### config.mk
export PLATFORM = sky130hd
export DESIGN_NAME = pc_fetch_unit
export DESIGN_NICKNAME = d
export VERILOG_FILES = /design/src/rtl/pc_fetch_unit.sv
export SDC_FILE = /design/constraint.sdc
export NUM_CORES = 1
export LEC_CHECK = 0
export CAP_MARGIN = 0
export CORE_ASPECT_RATIO = 1.25
export CORE_MARGIN = 1.5
export CORE_UTILIZATION = 48
export DETAILED_ROUTE_END_ITERATION = 12
export HOLD_SLACK_MARGIN = 0.06
export PLACE_DENSITY = 0.86
export SLEW_MARGIN = 20
export SYNTH_ARGS = -nofsm -noshare
export SYNTH_HDL_FRONTEND = slang
export SYNTH_SLANG_ARGS = --single-unit
### constraint.sdc
create_clock -name clk -period 8.2 [get_ports clk]
set_clock_uncertainty 0.15 [all_clocks]
set_input_delay 1.64 -clock clk [delete_from_list [all_inputs] [get_ports clk]]
set_output_delay 1.64 -clock clk [all_outputs]
set_load 0.01 [all_outputs]
### src/rtl/pc_fetch_unit.sv
// PC register and IF-stage fetch sequencer: one outstanding imem request, decode handoff over valid/ready.
// Optional build macro ALIGN_CHECK_EN: misaligned redirects vector to EXC_VECTOR and pulse align_fault.
module pc_fetch_unit #(
  parameter logic [31:0] RESET_PC   = 32'h0000_0000,
  parameter logic [31:0] EXC_VECTOR = 32'h0000_0180
) (
  input  logic        clk,
  input  logic        rst,
  output logic [31:0] pc,
  input  logic [31:0] pc_plus4,
  input  logic        redirect_valid,
  input  logic [31:0] redirect_target,
  output logic        imem_req,
  output logic [31:0] imem_addr,
  input  logic        imem_ack,
  input  logic [31:0] imem_rdata,
  output logic        if_valid,
  output logic [31:0] if_instr,
  output logic [31:0] if_pc,
  input  logic        if_ready,
  output logic        align_fault,
  output logic [1:0]  fsm_state
);

  // Handshakes: imem_req/imem_addr stay stable until imem_ack (data returns in the ack cycle);
  // a decode transfer happens on a clock edge with if_valid=1 and if_ready=1 and no redirect.
  typedef enum logic [1:0] {IDLE, FETCH, DROP, HOLD} state_t;

  state_t      state_q, state_d;
  logic [31:0] pc_q, pc_d;
  logic [31:0] pend_q, pend_d;
  logic [31:0] instr_q, instr_d;
  logic [31:0] ifpc_q, ifpc_d;
  logic        valid_q, valid_d;
  logic        fault_q, fault_d;
  logic        load_en;
  logic [31:0] load_raw;
  logic [31:0] load_pc;
  logic        load_mis;

  always_ff @(posedge clk or posedge rst) begin
    if (rst) state_q <= IDLE;
    else     state_q <= state_d;
  end

  always_comb begin
    state_d  = state_q;
    pc_d     = pc_q;
    pend_d   = pend_q;
    instr_d  = instr_q;
    ifpc_d   = ifpc_q;
    valid_d  = valid_q;
    load_en  = 1'b0;
    load_raw = redirect_target;
    load_pc  = redirect_target;
    load_mis = 1'b0;
    fault_d  = 1'b0;

    case (state_q)
      IDLE: state_d = FETCH;
      FETCH: begin
        if (imem_ack) begin
          if (redirect_valid) begin
            load_en = 1'b1;
          end else begin
            instr_d = imem_rdata;
            ifpc_d  = pc_q;
            valid_d = 1'b1;
            pc_d    = pc_plus4;
            state_d = HOLD;
          end
        end else if (redirect_valid) begin
          // Request still in flight: remember the target, keep the address stable.
          pend_d  = redirect_target;
          state_d = DROP;
        end
      end
      DROP: begin
        if (imem_ack) begin
          load_en  = 1'b1;
          load_raw = redirect_valid ? redirect_target : pend_q;
          state_d  = FETCH;
        end else if (redirect_valid) begin
          pend_d = redirect_target;
        end
      end
      HOLD: begin
        if (redirect_valid) begin
          valid_d = 1'b0;
          load_en = 1'b1;
          state_d = FETCH;
        end else if (if_ready) begin
          valid_d = 1'b0;
          state_d = FETCH;
        end
      end
    endcase

`ifdef ALIGN_CHECK_EN
    load_mis = (load_raw[1:0] != 2'b00);
    load_pc  = load_mis ? EXC_VECTOR : load_raw;
`else
    load_mis = 1'b0;
    load_pc  = load_raw & 32'hFFFF_FFFC;
`endif

    if (load_en) pc_d = load_pc;
    fault_d = load_en & load_mis;
  end

  always_ff @(posedge clk or posedge rst) begin
    if (rst) begin
      pc_q    <= RESET_PC;
      pend_q  <= 32'h0;
      instr_q <= 32'h0;
      ifpc_q  <= 32'h0;
      valid_q <= 1'b0;
      fault_q <= 1'b0;
    end else begin
      pc_q    <= pc_d;
      pend_q  <= pend_d;
      instr_q <= instr_d;
      ifpc_q  <= ifpc_d;
      valid_q <= valid_d;
      fault_q <= fault_d;
    end
  end

  assign pc          = pc_q;
  assign imem_addr   = pc_q;
  assign imem_req    = (state_q == FETCH) || (state_q == DROP);
  assign if_valid    = valid_q;
  assign if_instr    = instr_q;
  assign if_pc       = ifpc_q;
  assign align_fault = fault_q;
  assign fsm_state   = state_q;

endmodule

# Word level (Yosys, flattened, before mapping)
# Index checks and enable logic that the tools add are counted.
word_totals:
  ff_bits: 131
  input_bits: 101
  output_inout_bits: 133
  elab_cells: 52
op_classes:
  n_eq_ne: 10
  n_mux: 23
  n_bitwise: 2
  n_reduce_logical: 11
ops:
  columns: ["op", "n"]
  rows:
  - ["two-way mux 32 bit", 7]
  - ["two-way mux 2 bit", 6]
  - ["!= test 3 bit (second input constant)", 3]
  - ["one-hot mux 2 bit (4 select lines)", 1]
  - ["AND reduction 4 bit", 2]
  - ["two-way mux 1 bit", 7]
  - ["!= test 2 bit (second input constant)", 3]
  - ["AND reduction 3 bit", 2]
  - ["nonzero test 2 bit", 3]
  - ["equality test 2 bit (second input constant)", 2]
  - ["one-hot mux 1 bit (3 select lines)", 1]
  - ["equality test 2 x 1 -> 1 bit (second input constant)", 1]
  - ["logical NOT 2 bit", 1]
  - ["!= test 2 x 1 -> 1 bit (second input constant)", 1]
  - ["NOT 1 bit", 2]
  - ["one-hot mux 1 bit (2 select lines)", 1]
  - ["AND reduction 2 bit", 1]
  - ["OR reduction 2 bit", 1]
  - ["logical OR 1 bit", 1]

# Logic depth before layout (Yosys ltp)
logic_depth:
  word_depth: 5
  depth_mapped: 7
  ltp_nobuf: 6

# Worst setup path before layout
# Ideal clock, no wire load.
synth_path:
  path_kind: "in2reg"
  from: "input imem_ack"
  to: "register pc_q[10], in the netlist imem_addr[10]"
  setup_time_ns: 0.125
  t_arrival_ns: 2.878
  path_slack_ns: 5.047
  path_stages: 6
  cell_sequence: "buf_6 -> a22oi_2 -> a21oi_4 -> buf_2 -> mux2_2 -> mux2_4"
synth_between:
  elab_chain_cells: 4
  word_cells_on_any_way: 10
  cone_classes: "1 x eq/ne; 6 x mux; 3 x reduce/logical"
synth_rtl:
  columns: ["element", "line", "rtl"]
  rows:
  - ["start, declared", "15", "input logic imem_ack,"]
  - ["two-way mux 1 bit, on equally long branches", "79, 62", null]
  - ["one-hot mux 1 bit (3 select lines)", "59", "case (state_q)"]
  - ["!= test 2 x 1 -> 1 bit (no line) or nonzero test 2 bit (tied branches)", null, null]
  - ["AND reduction 3 bit (no line)", null, null]
  - ["end signal, assigned", "120", "pc_q <= pc_d;"]
  - ["end, declared", "30", "logic [31:0] pc_q, pc_d;"]
# Parallel ways exist; a longest one is shown, timed or not.
# A chain may end at the register's enable or synchronous reset.

# Final worst setup path
layout_path:
  from: "input imem_ack"
  to: "register pc_q[12], in the netlist imem_addr[12]"
# Same word-level chain as after synthesis.

==> impl_metrics.toml <==
[status]
status = "complete, no violations"

[drt]
route.detailed.drc = 0
wirelength_um = 14000
via_per_inst = 5.02
first_pass_iters = 6
ant_nets = 0
dr_total_vias = 3923
drt-wirelength-per-cell_um = 18.0
drt-initial-drc-count = 102

[layout]
mostFrequentLayoutCell = "clkdlybuf4s50_1"
layout_common_cells = "230 x clkdlybuf4s50_1, 129 x dfrtp_1, 124 x mux2_2"
nNetsFinal = 706
register_area_sq_um = 3230
areaGrowthSynthToFinish_pct = 45.9
antennaDiodeCount = 0
nFillCells = 846
multiInputGateArea_sq_um = 2580
drive_gt1_share_pct = 37.3
final_area_sq_um = 9040

[power]
p_total_mw = 3.72
p_leak_nw = 3.95
power_density_nw_per_um2 = 412
ir_drop_mv = 0.299

[clock_network]
cts_tree = "yes"
htreeDepth = 4
holdBufCountCts = 0
cts_setup_buffers = 0
cts.path.max_buffers = 2
cts_made_buffers = 17
cts_sinks = 129
root_buffer = "clkbuf_16"
clkLatencyLatePin_ns = 0.41
cts_resized = 0
path_clk_slew_ns = 0.05

[global_routing]
gr-total-overflow = 0
grt_antenna_before_repair = 0
grt_pass1_vias = 4245
grt_pass1_wl_um = 21600
track_usage_pct = 20.6
grt_start_max_net_pins = 68

[placed_design]
io_buffers = 230
placed_area_sq_um = 8360
gp_congestion = 0.788
hpwl_um = 9800

[flow_run]
max_cap_violations = 0

[synth]
syn_nets = 506
synth_warnings = 0
ys_seq_area_share_pct = 52.1
postSynthAreaPerCell_sq_um = 15.5
synth_seq_cells = 129
synthTopCellsByArea = "dfrtp_1 52%, mux2_2 23%, mux2_4 15%, buf_4 4.0%, buf_6 1.3%"
ys_types = 25
synth_area_sq_um = 6200
synthCells = 401
synth_top_area_share_pct = 52.1
synth_top_area_cell = "dfrtp_1"

[sta]
setup_violations = 0
report.final.slew_viol_count = 0
timing.slew.headroom_pct = 36.9
fin_crit_sh_pct = 50.0
whs_ns = 0.353
clock.fmax_mhz = 244
final_hold_viol_count = 0
rsz0062_at_grt = "false"
fin_tns_setup_ns = 0
min_period_ns = 4.10
worst_pin_slew_ns = 0.946

[floorplan]
die_y_um = 130
start_util_pct = 49.0
core_area_sq_um = 12700
die-area_sq_um = 13600
io_pins = 234
rows = 46
die_x_um = 105

[worst_setup_path]
critPathTopFamily = "compound AO/OA/AOI/OAI gates"
cp_slowest_cell = "o221a_4"
cp.required_ns = 8.33
path_class = "input pin to flip-flop"
end_kind = "flip-flop"
arrival_ns = 4.23
cpPeakStageDelay_ns = 0.77
startpoint_type = "input pin"
path_buf_inv = 1
worstPathMaxFanout = 32
path_cells = "clkdlybuf4s50_1 -> a22oi_2 -> a21oi_4 -> o221a_4 -> mux2_4"

[worst_hold_path]
holdCritPathClass = "flip-flop to flip-flop"
-- where the power goes --
part,internal (mW),switching [mW],total [mW],leakage [nW]
sequential,0.967,0.223,1.19,1.52
clock,0.543,0.273,0.816,0.316
combinational,1.11,0.607,1.72,2.11
-- per-layer routing --
metal | share of wire, % | vias up | wire length, um | track usage [%]
li1 | - | 1785 | - | -
met1 | 38 | 1974 | 5310 | 22.4
met2 | 55 | 138 | 7680 | 37.6
met3 | 4.6 | 26 | 644 | 4.80
met4 | 2.9 | 0 | 410 | 10.6
met5 | 0 | - | 0 | 0
-- synth_stat cells, drive strengths merged --
| master | count |
|---|---|
| o221ai | 1 |
| conb | 1 |
| dfrtp | 129 |
| buf | 49 |
| nand2 | 3 |
| mux2 | 186 |
| o221a | 1 |
| nor2 | 2 |
| nor2b | 2 |
| o21ai | 2 |
| mux2i | 2 |
| a21oi | 3 |
| and2b | 1 |
| clkbuf | 3 |
| ha | 4 |
| nand3 | 3 |
| nand3b | 2 |
| inv | 6 |
| a22oi | 1 |
-- layout make-up --
type                       instances  area share, %
clock buffer                      21           5.31
timing repair buffer             233           25.9
sequential                       129           35.7
multi-input combinational        214           28.5
clock inverter                    11           1.94
inverter                           6          0.277
tap                              168           2.32
-- cells by family after synthesis --
| family | share of synthesized area (%) |
|---|---|
| AND/OR/NAND/NOR | 1.41 |
| flip-flops | 52.1 |
| other | 0.0605 |
| adder cells (fa/ha/maj) | 0.807 |
| multiplexers | 37.9 |
| AO/OA/AOI/OAI | 1.25 |
| buffers and inverters | 6.54 |
-- registers in the layout, summed over array words and instances (netlist names) --
| signal | flops |
|---|---|
| if_pc | 32 |
| if_instr | 32 |
| fsm_state | 2 |
| pend_q | 30 |
| if_valid | 1 |
| imem_addr | 32 |
-- worst reg2reg max path: stages, from the launching register on --
cell	delay (ns)
dfrtp_1	0.45
inv_1	0.13
ha_1	0.33
nand3_2	0.18
a21oi_4	0.46
o221a_4	0.78
mux2_4	0.40
-- per-stage QoR --
step           std cells  setup slack, ns  util, %
3_3_place_gp         749             3.17     66.0
6_report             782             4.10     71.4
2_1_floorplan        401             2.97        -
4_1_cts              781             3.50     71.2
3_5_place_dp         749             3.06     66.0
5_1_grt              782             4.00     71.4
-- worst paths after layout --
kind / start / end / slack (ns) / cells past startpoint
max: imem_ack / imem_addr[12] / 4.10 / 5
min: if_instr[22] / if_instr[22] / 0.35 / 1
max reg2reg: fsm_state[1] / imem_addr[12] / 5.19 / 6
min reg2reg: if_instr[22] / if_instr[22] / 0.35 / 1
max in group asynchronous: rst / if_instr[7] / 4.96 / 3
min in group asynchronous: rst / if_instr[9] / 1.59 / 2
Note: power is estimated with default switching activity, not from simulation.
